<file path="config.mk">
export PLATFORM = sky130hd
export DESIGN_NAME = branch_resolve_flat
export DESIGN_NICKNAME = d
export VERILOG_FILES = /design/src/rtl/branch_resolve_if.sv /design/src/rtl/branch_resolve.sv /design/src/flat_wrapper.sv
export SDC_FILE = /design/constraint.sdc
export NUM_CORES = 1
export LEC_CHECK = 0
export CAP_MARGIN = 20
export CORE_ASPECT_RATIO = 0.75
export CORE_MARGIN = 2
export CORE_UTILIZATION = 44
export CTS_CLUSTER_SIZE = 28
export DETAILED_ROUTE_END_ITERATION = 7
export PLACE_DENSITY = 0.77
export SLEW_MARGIN = 15
export SYNTH_ARGS = -nofsm -noshare
export SYNTH_HDL_FRONTEND = slang
export SYNTH_SLANG_ARGS = --single-unit
</file>
<file path="constraint.sdc">
create_clock -name clk -period 4.35 [get_ports clk]
set_input_delay 1.305 -clock clk [delete_from_list [all_inputs] [get_ports clk]]
set_output_delay 1.305 -clock clk [all_outputs]
set_load 0.05 [all_outputs]
</file>
<file path="src/rtl/branch_resolve_if.sv">
// Handshake and result bundle between the comparator stage, branch_resolve and fetch.
// The master side is whoever offers branches and consumes results; the slave side is branch_resolve.
interface branch_resolve_if #(
   parameter int PC_W  = 32,
   parameter int CNT_W = 16
);
   logic             in_valid;
   logic             in_ready;
   logic [2:0]       op;
   logic             big;
   logic             equal;
   logic             little;
   logic [PC_W-1:0]  pc;
   logic [PC_W-1:0]  offset;
   logic             out_valid;
   logic             out_ready;
   logic             taken;
   logic [PC_W-1:0]  target;
   logic             flush;
   logic [CNT_W-1:0] branch_cnt;
   logic [CNT_W-1:0] taken_cnt;
   logic             flag_err;

   modport master (
      output in_valid, op, big, equal, little, pc, offset, out_ready,
      input  in_ready, out_valid, taken, target, flush, branch_cnt, taken_cnt, flag_err
   );

   modport slave (
      input  in_valid, op, big, equal, little, pc, offset, out_ready,
      output in_ready, out_valid, taken, target, flush, branch_cnt, taken_cnt, flag_err
   );
endinterface

</file>
<file path="src/rtl/branch_resolve.sv">
// Resolves a branch from comparator flags and opcode, computes the redirect target and holds it
// in a one-entry valid/ready register, with saturating statistics and a sticky flag-error bit.
module branch_resolve #(
   parameter int PC_W  = 32,
   parameter int CNT_W = 16
) (
   input logic            clk,
   input logic            rst,
   branch_resolve_if.slave bus
);

   typedef enum logic {EMPTY, FULL} state_e;

   state_e           state_q, state_d;
   logic             taken_q, taken_d;
   logic [PC_W-1:0]  target_q, target_d;
   logic [CNT_W-1:0] branchCnt_q, branchCnt_d;
   logic [CNT_W-1:0] takenCnt_q, takenCnt_d;
   logic             flagErr_q, flagErr_d;

   logic             inReady;
   logic             inFire;
   logic             outFire;
   logic             decTaken;
   logic             flagsOneHot;
   logic [PC_W-1:0]  seqPc;
   logic [PC_W-1:0]  branchPc;

   always_comb begin
      decTaken = 1'b0;
      case (bus.op)
         3'd0:    decTaken = bus.equal;
         3'd1:    decTaken = !bus.equal;
         3'd2:    decTaken = bus.big;
         3'd3:    decTaken = bus.little;
         3'd4:    decTaken = bus.big | bus.equal;
         3'd5:    decTaken = bus.little | bus.equal;
         3'd6:    decTaken = 1'b1;
         default: decTaken = 1'b0;
      endcase
   end

   // Offsets are in words, so both candidate targets wrap modulo 2^PC_W.
   assign seqPc       = bus.pc + PC_W'(4);
   assign branchPc    = seqPc + (bus.offset << 2);
   assign flagsOneHot = ({bus.big, bus.equal, bus.little} == 3'b100) ||
                        ({bus.big, bus.equal, bus.little} == 3'b010) ||
                        ({bus.big, bus.equal, bus.little} == 3'b001);

   // in_ready never looks at in_valid, which keeps the upstream handshake loop-free.
   assign inReady = (state_q == EMPTY) || bus.out_ready;
   assign inFire  = bus.in_valid && inReady;
   assign outFire = (state_q == FULL) && bus.out_ready;

   always_comb begin
      state_d     = state_q;
      taken_d     = taken_q;
      target_d    = target_q;
      branchCnt_d = branchCnt_q;
      takenCnt_d  = takenCnt_q;
      flagErr_d   = flagErr_q;

      case (state_q)
         EMPTY:   if (bus.in_valid) state_d = FULL;
         FULL:    if (bus.out_ready && !bus.in_valid) state_d = EMPTY;
         default: state_d = EMPTY;
      endcase

      if (inFire) begin
         taken_d  = decTaken;
         target_d = decTaken ? branchPc : seqPc;
         if (!flagsOneHot) flagErr_d = 1'b1;
      end

      if (outFire) begin
         if (branchCnt_q != '1) branchCnt_d = branchCnt_q + CNT_W'(1);
         if (taken_q && (takenCnt_q != '1)) takenCnt_d = takenCnt_q + CNT_W'(1);
      end
   end

   always_ff @(posedge clk) begin
      if (rst) begin
         state_q     <= EMPTY;
         taken_q     <= 1'b0;
         target_q    <= '0;
         branchCnt_q <= '0;
         takenCnt_q  <= '0;
         flagErr_q   <= 1'b0;
      end else begin
         state_q     <= state_d;
         taken_q     <= taken_d;
         target_q    <= target_d;
         branchCnt_q <= branchCnt_d;
         takenCnt_q  <= takenCnt_d;
         flagErr_q   <= flagErr_d;
      end
   end

   assign bus.in_ready   = inReady;
   assign bus.out_valid  = (state_q == FULL);
   assign bus.taken      = taken_q;
   assign bus.target     = target_q;
   assign bus.flush      = (state_q == FULL) && taken_q;
   assign bus.branch_cnt = branchCnt_q;
   assign bus.taken_cnt  = takenCnt_q;
   assign bus.flag_err   = flagErr_q;

endmodule

</file>
<file path="src/flat_wrapper.sv">
// flat-port wrapper written by rule: the top's interface ports become plain ports
module branch_resolve_flat 
#(
   parameter int PC_W  = 32,
   parameter int CNT_W = 16
)
  (clk, rst, bus_in_valid, bus_op, bus_big, bus_equal, bus_little, bus_pc, bus_offset, bus_out_ready, bus_in_ready, bus_out_valid, bus_taken, bus_target, bus_flush, bus_branch_cnt, bus_taken_cnt, bus_flag_err);
  branch_resolve_if #(.PC_W(PC_W), .CNT_W(CNT_W)) bus_i ();
  input logic clk;
  input logic rst;
  input wire logic [$bits(bus_i.in_valid)-1:0] bus_in_valid;
  input wire logic [$bits(bus_i.op)-1:0] bus_op;
  input wire logic [$bits(bus_i.big)-1:0] bus_big;
  input wire logic [$bits(bus_i.equal)-1:0] bus_equal;
  input wire logic [$bits(bus_i.little)-1:0] bus_little;
  input wire logic [$bits(bus_i.pc)-1:0] bus_pc;
  input wire logic [$bits(bus_i.offset)-1:0] bus_offset;
  input wire logic [$bits(bus_i.out_ready)-1:0] bus_out_ready;
  output wire logic [$bits(bus_i.in_ready)-1:0] bus_in_ready;
  output wire logic [$bits(bus_i.out_valid)-1:0] bus_out_valid;
  output wire logic [$bits(bus_i.taken)-1:0] bus_taken;
  output wire logic [$bits(bus_i.target)-1:0] bus_target;
  output wire logic [$bits(bus_i.flush)-1:0] bus_flush;
  output wire logic [$bits(bus_i.branch_cnt)-1:0] bus_branch_cnt;
  output wire logic [$bits(bus_i.taken_cnt)-1:0] bus_taken_cnt;
  output wire logic [$bits(bus_i.flag_err)-1:0] bus_flag_err;
  assign bus_i.in_valid = bus_in_valid;
  assign bus_i.op = bus_op;
  assign bus_i.big = bus_big;
  assign bus_i.equal = bus_equal;
  assign bus_i.little = bus_little;
  assign bus_i.pc = bus_pc;
  assign bus_i.offset = bus_offset;
  assign bus_i.out_ready = bus_out_ready;
  assign bus_in_ready = bus_i.in_ready;
  assign bus_out_valid = bus_i.out_valid;
  assign bus_taken = bus_i.taken;
  assign bus_target = bus_i.target;
  assign bus_flush = bus_i.flush;
  assign bus_branch_cnt = bus_i.branch_cnt;
  assign bus_taken_cnt = bus_i.taken_cnt;
  assign bus_flag_err = bus_i.flag_err;
  branch_resolve #(.PC_W(PC_W), .CNT_W(CNT_W)) u_core (.clk(clk), .rst(rst), .bus(bus_i));
endmodule
</file>
==> results.toml <==
[status]
status = "finished, violations left"
violations = "negative setup slack"

[synthesis]
synth_xor_area_frac = 0.123
ys_async_sr_fraction = 0
yosysWarnings = 0
yosysSeqAreaShare = 0.265
synth.mux.area_fraction = 0.00989
syn_area_per_cell_um2 = 7.61
yosysUniqueCellTypes = 57
synth_seq_cells = 67
syn_inst = 665
synth_top_family_by_area = "simple AND/OR/NAND/NOR gates"
synth_edf_count = 0
synth_top_area_share = 0.265
yosysTopAreaCell = "dfxtp_1"
synth_area_leaders = "dfxtp_1 (27%), ha_1 (9.6%), xnor2_1 (7.3%)"
synth_compound_area_frac = 0.201
synthFlopType = "dfxtp_1"
synth-simple-area-share = 0.266
synth_adder_area_share = 0.100
synth_fp_nets = 779
syn_area_um2 = 5060

[routing]
wl_mm = 20.0
drtIter0Drc = 600
num_vias = 6363
routed_via_density = 5.85
drcViolationCount = 0
wl_per_cell_um = 18.4
final_antenna_net_count = 0
dr.pass1.iters = 7

[floorplanning]
die_y_um = 96.9
core_um2 = 11100
initial_core_util = 0.457
die_w_um = 128
io_pins = 143
dieArea_um2 = 12400
rows = 33

[layout]
finalNonFillerCells = 1087
nets = 1055
areaGrowthSynthToFinish_pct = 66.5
layout_common_cells = "buf_4 (149), clkdlybuf4s50_1 (118), nor2_1 (84), nand2_1 (72), dfxtp_1 (67)"
drive_gt1_frac = 0.276
final_common_cell = "buf_4"
utilization = 0.761
fin_area_um2 = 8420

[pwr]
power_leakage_uw = 0.00348
switchingPower_uw = 836
seq_power_share = 0.283
power_report.internal_total_uw = 1510
peakVddDrop_v = 0.000212
pwr-share-comb = 0.383
swShare = 0.357
p_clk_frac = 0.334
p_per_area_nw_per_um2 = 278

[timing]
fmax_mhz = 219
hold_viol_final = 0
finalWorstSetupSlack_ps = -212
maxSlewViolCount = 0
relSlewSlack = 0.312
setup_viol = 6
period_needed_ps = 4560
period_share = 1.05
final.setup_skew_ps = 5.84
rsz0062_at_grt = "yes"
tightest_slew_ps = 1030
hold_ws_ps = 458

[hold_path]
hold_path_end = "u_core.bus.target[1]"
hold_path_depth = 2
min_path_type = "reg -> reg"
worstHoldStart = "u_core.bus.target[1]"

[clocking]
ctsHoldBuffers = 0
cts_buffers = 9
cts_tree = "built"
insertion_delay_ps = 350
clkTransAtPathRegs_ps = 70
cts_sinks = 67
cts_max_level = 3
clock_path_buffers = 2
clockRootBuffer = "clkbuf_16"

[worst_setup_path]
crit_type = "in -> reg"
worstPathArrival_ps = 4800
ff2ff_path_depth = 9
crit_chain = "buf_6 -> and4_4 -> and3_4 -> nand2_4 -> buf_4 -> nor3_1 -> xor2_1 -> ha_1 -> a21oi_1 -> o21ai_1 -> or4_4 -> o211ai_4 -> a41oi_2 -> o21a_1 -> o311a_1 -> a211o_1"
slowest_stage = "or4_4"
path_max_fanout = 4
critPathRequiredTime_ps = 4590
end_kind = "register"
cp-start-kind = "input pin"
slowest_delay_ps = 490
critical_path.reg2reg.startpoint = "u_core.bus.taken_cnt[0]"
rrSetupSlack_ps = 1900
r2r-end = "u_core.bus.taken_cnt[13]"

[grt]
groute.usage.overall = 0.291
antenna_found_initial = 1
grt_max_degree = 48
grt_pass1_vias = 5997
grt-ovfl-total = 0
grt_pass1_wl_mm = 29.2

[place]
place_area_um2 = 7580
dp_cells = 1050
gp_congestion = 0.986
portBuffers = 140
dpl.hpwl_mm = 13.6

[run]
cap_violations = 0
through the flow:
step | worst slack [ps] | setup TNS (ps) | total power [uW]
floorplan | -178 | -198 | 1110
global placement | -871 | -12080 | 1450
detailed placement | -943 | -13040 | 1480
CTS | -360 | -444 | 2270
global route | -325 | -1590 | 2420
finish | -212 | -451 | 2340
cells in the mapped netlist (all sizes together), types with 13 or more instances:
cell type	count
xnor2	42
or3	14
a311oi	14
clkbuf	24
nand4	22
ha	39
nor2	91
dfxtp	67
a21oi	41
xor2	29
inv	15
nand3	32
o21ai	30
nor3	14
a21o	13
nand2	78
sequential cells by signal, indices dropped and copies added, names as in the netlist:
signal	flops
u_core.bus.branch_cnt	16
u_core.bus.out_valid	1
u_core.bus.taken_cnt	16
u_core.bus.taken	1
u_core.bus.target	32
u_core.bus.flag_err	1
worst max path at each step:
stage                     slack [ps]  cells past startpoint       from                    end
after global routing            -320                     16  bus_pc[5]  u_core.bus.target[31]
after floorplan                 -180                     16  bus_pc[5]  u_core.bus.target[31]
after global placement          -870                     15  bus_pc[5]  u_core.bus.target[31]
final                           -210                     16  bus_pc[5]  u_core.bus.target[31]
after detailed placement        -940                     17  bus_pc[5]  u_core.bus.target[31]
after CTS                       -360                     17  bus_pc[6]  u_core.bus.target[31]
critical path: cells and delay by family:
kind                     cells  cell delay (ps)
AO/OA/AOI/OAI                7             1380
XOR/XNOR                     1              330
adder cells (fa/ha/maj)      1              340
buffers and inverters        2              210
AND/OR/NAND/NOR              5             1210
power groups by stage:
stage	registers, uW	clock network [uW]	logic (uW)
detailed placement	676	0	800
finish	663	783	896
floorplan	782	0	332
CTS	662	785	825
global route	666	806	949
global placement	674	0	778
per-layer routing:
metal | vias up | share of wire | global-route usage
met2 | 323 | 0.47 | 0.488
met3 | 70 | 0.070 | 0.0476
met1 | 3049 | 0.42 | 0.374
met5 | - | 0 | 0
met4 | 0 | 0.034 | 0.107
li1 | 2921 | - | -
cell type report:
class                      count  area, um2
fill                         734       2640
tap                          140        175
sequential                    67       1340
antenna                        1       2.50
timing repair buffer         294       2560
multi-input combinational    554       3980
inverter                      15       56.3
clock inverter                 7       82.6
clock buffer                   9        225
cell families after synthesis:
logic type,count (synthesis)
compound gates,150
xor+xnor,71
buf+inv,44
flops,67
simple gates,288
mux,5
fa+ha+maj,40
what timing repair did:
item | CTS | global route
endpoints found under the hold margin | 0 | 0
resized for setup | 68 | 59
setup buffers | 9 | 12
endpoints found under the setup margin | 16 | 16
pin swaps | 32 | 44
No activity file was read; power rests on OpenSTA's default activity.
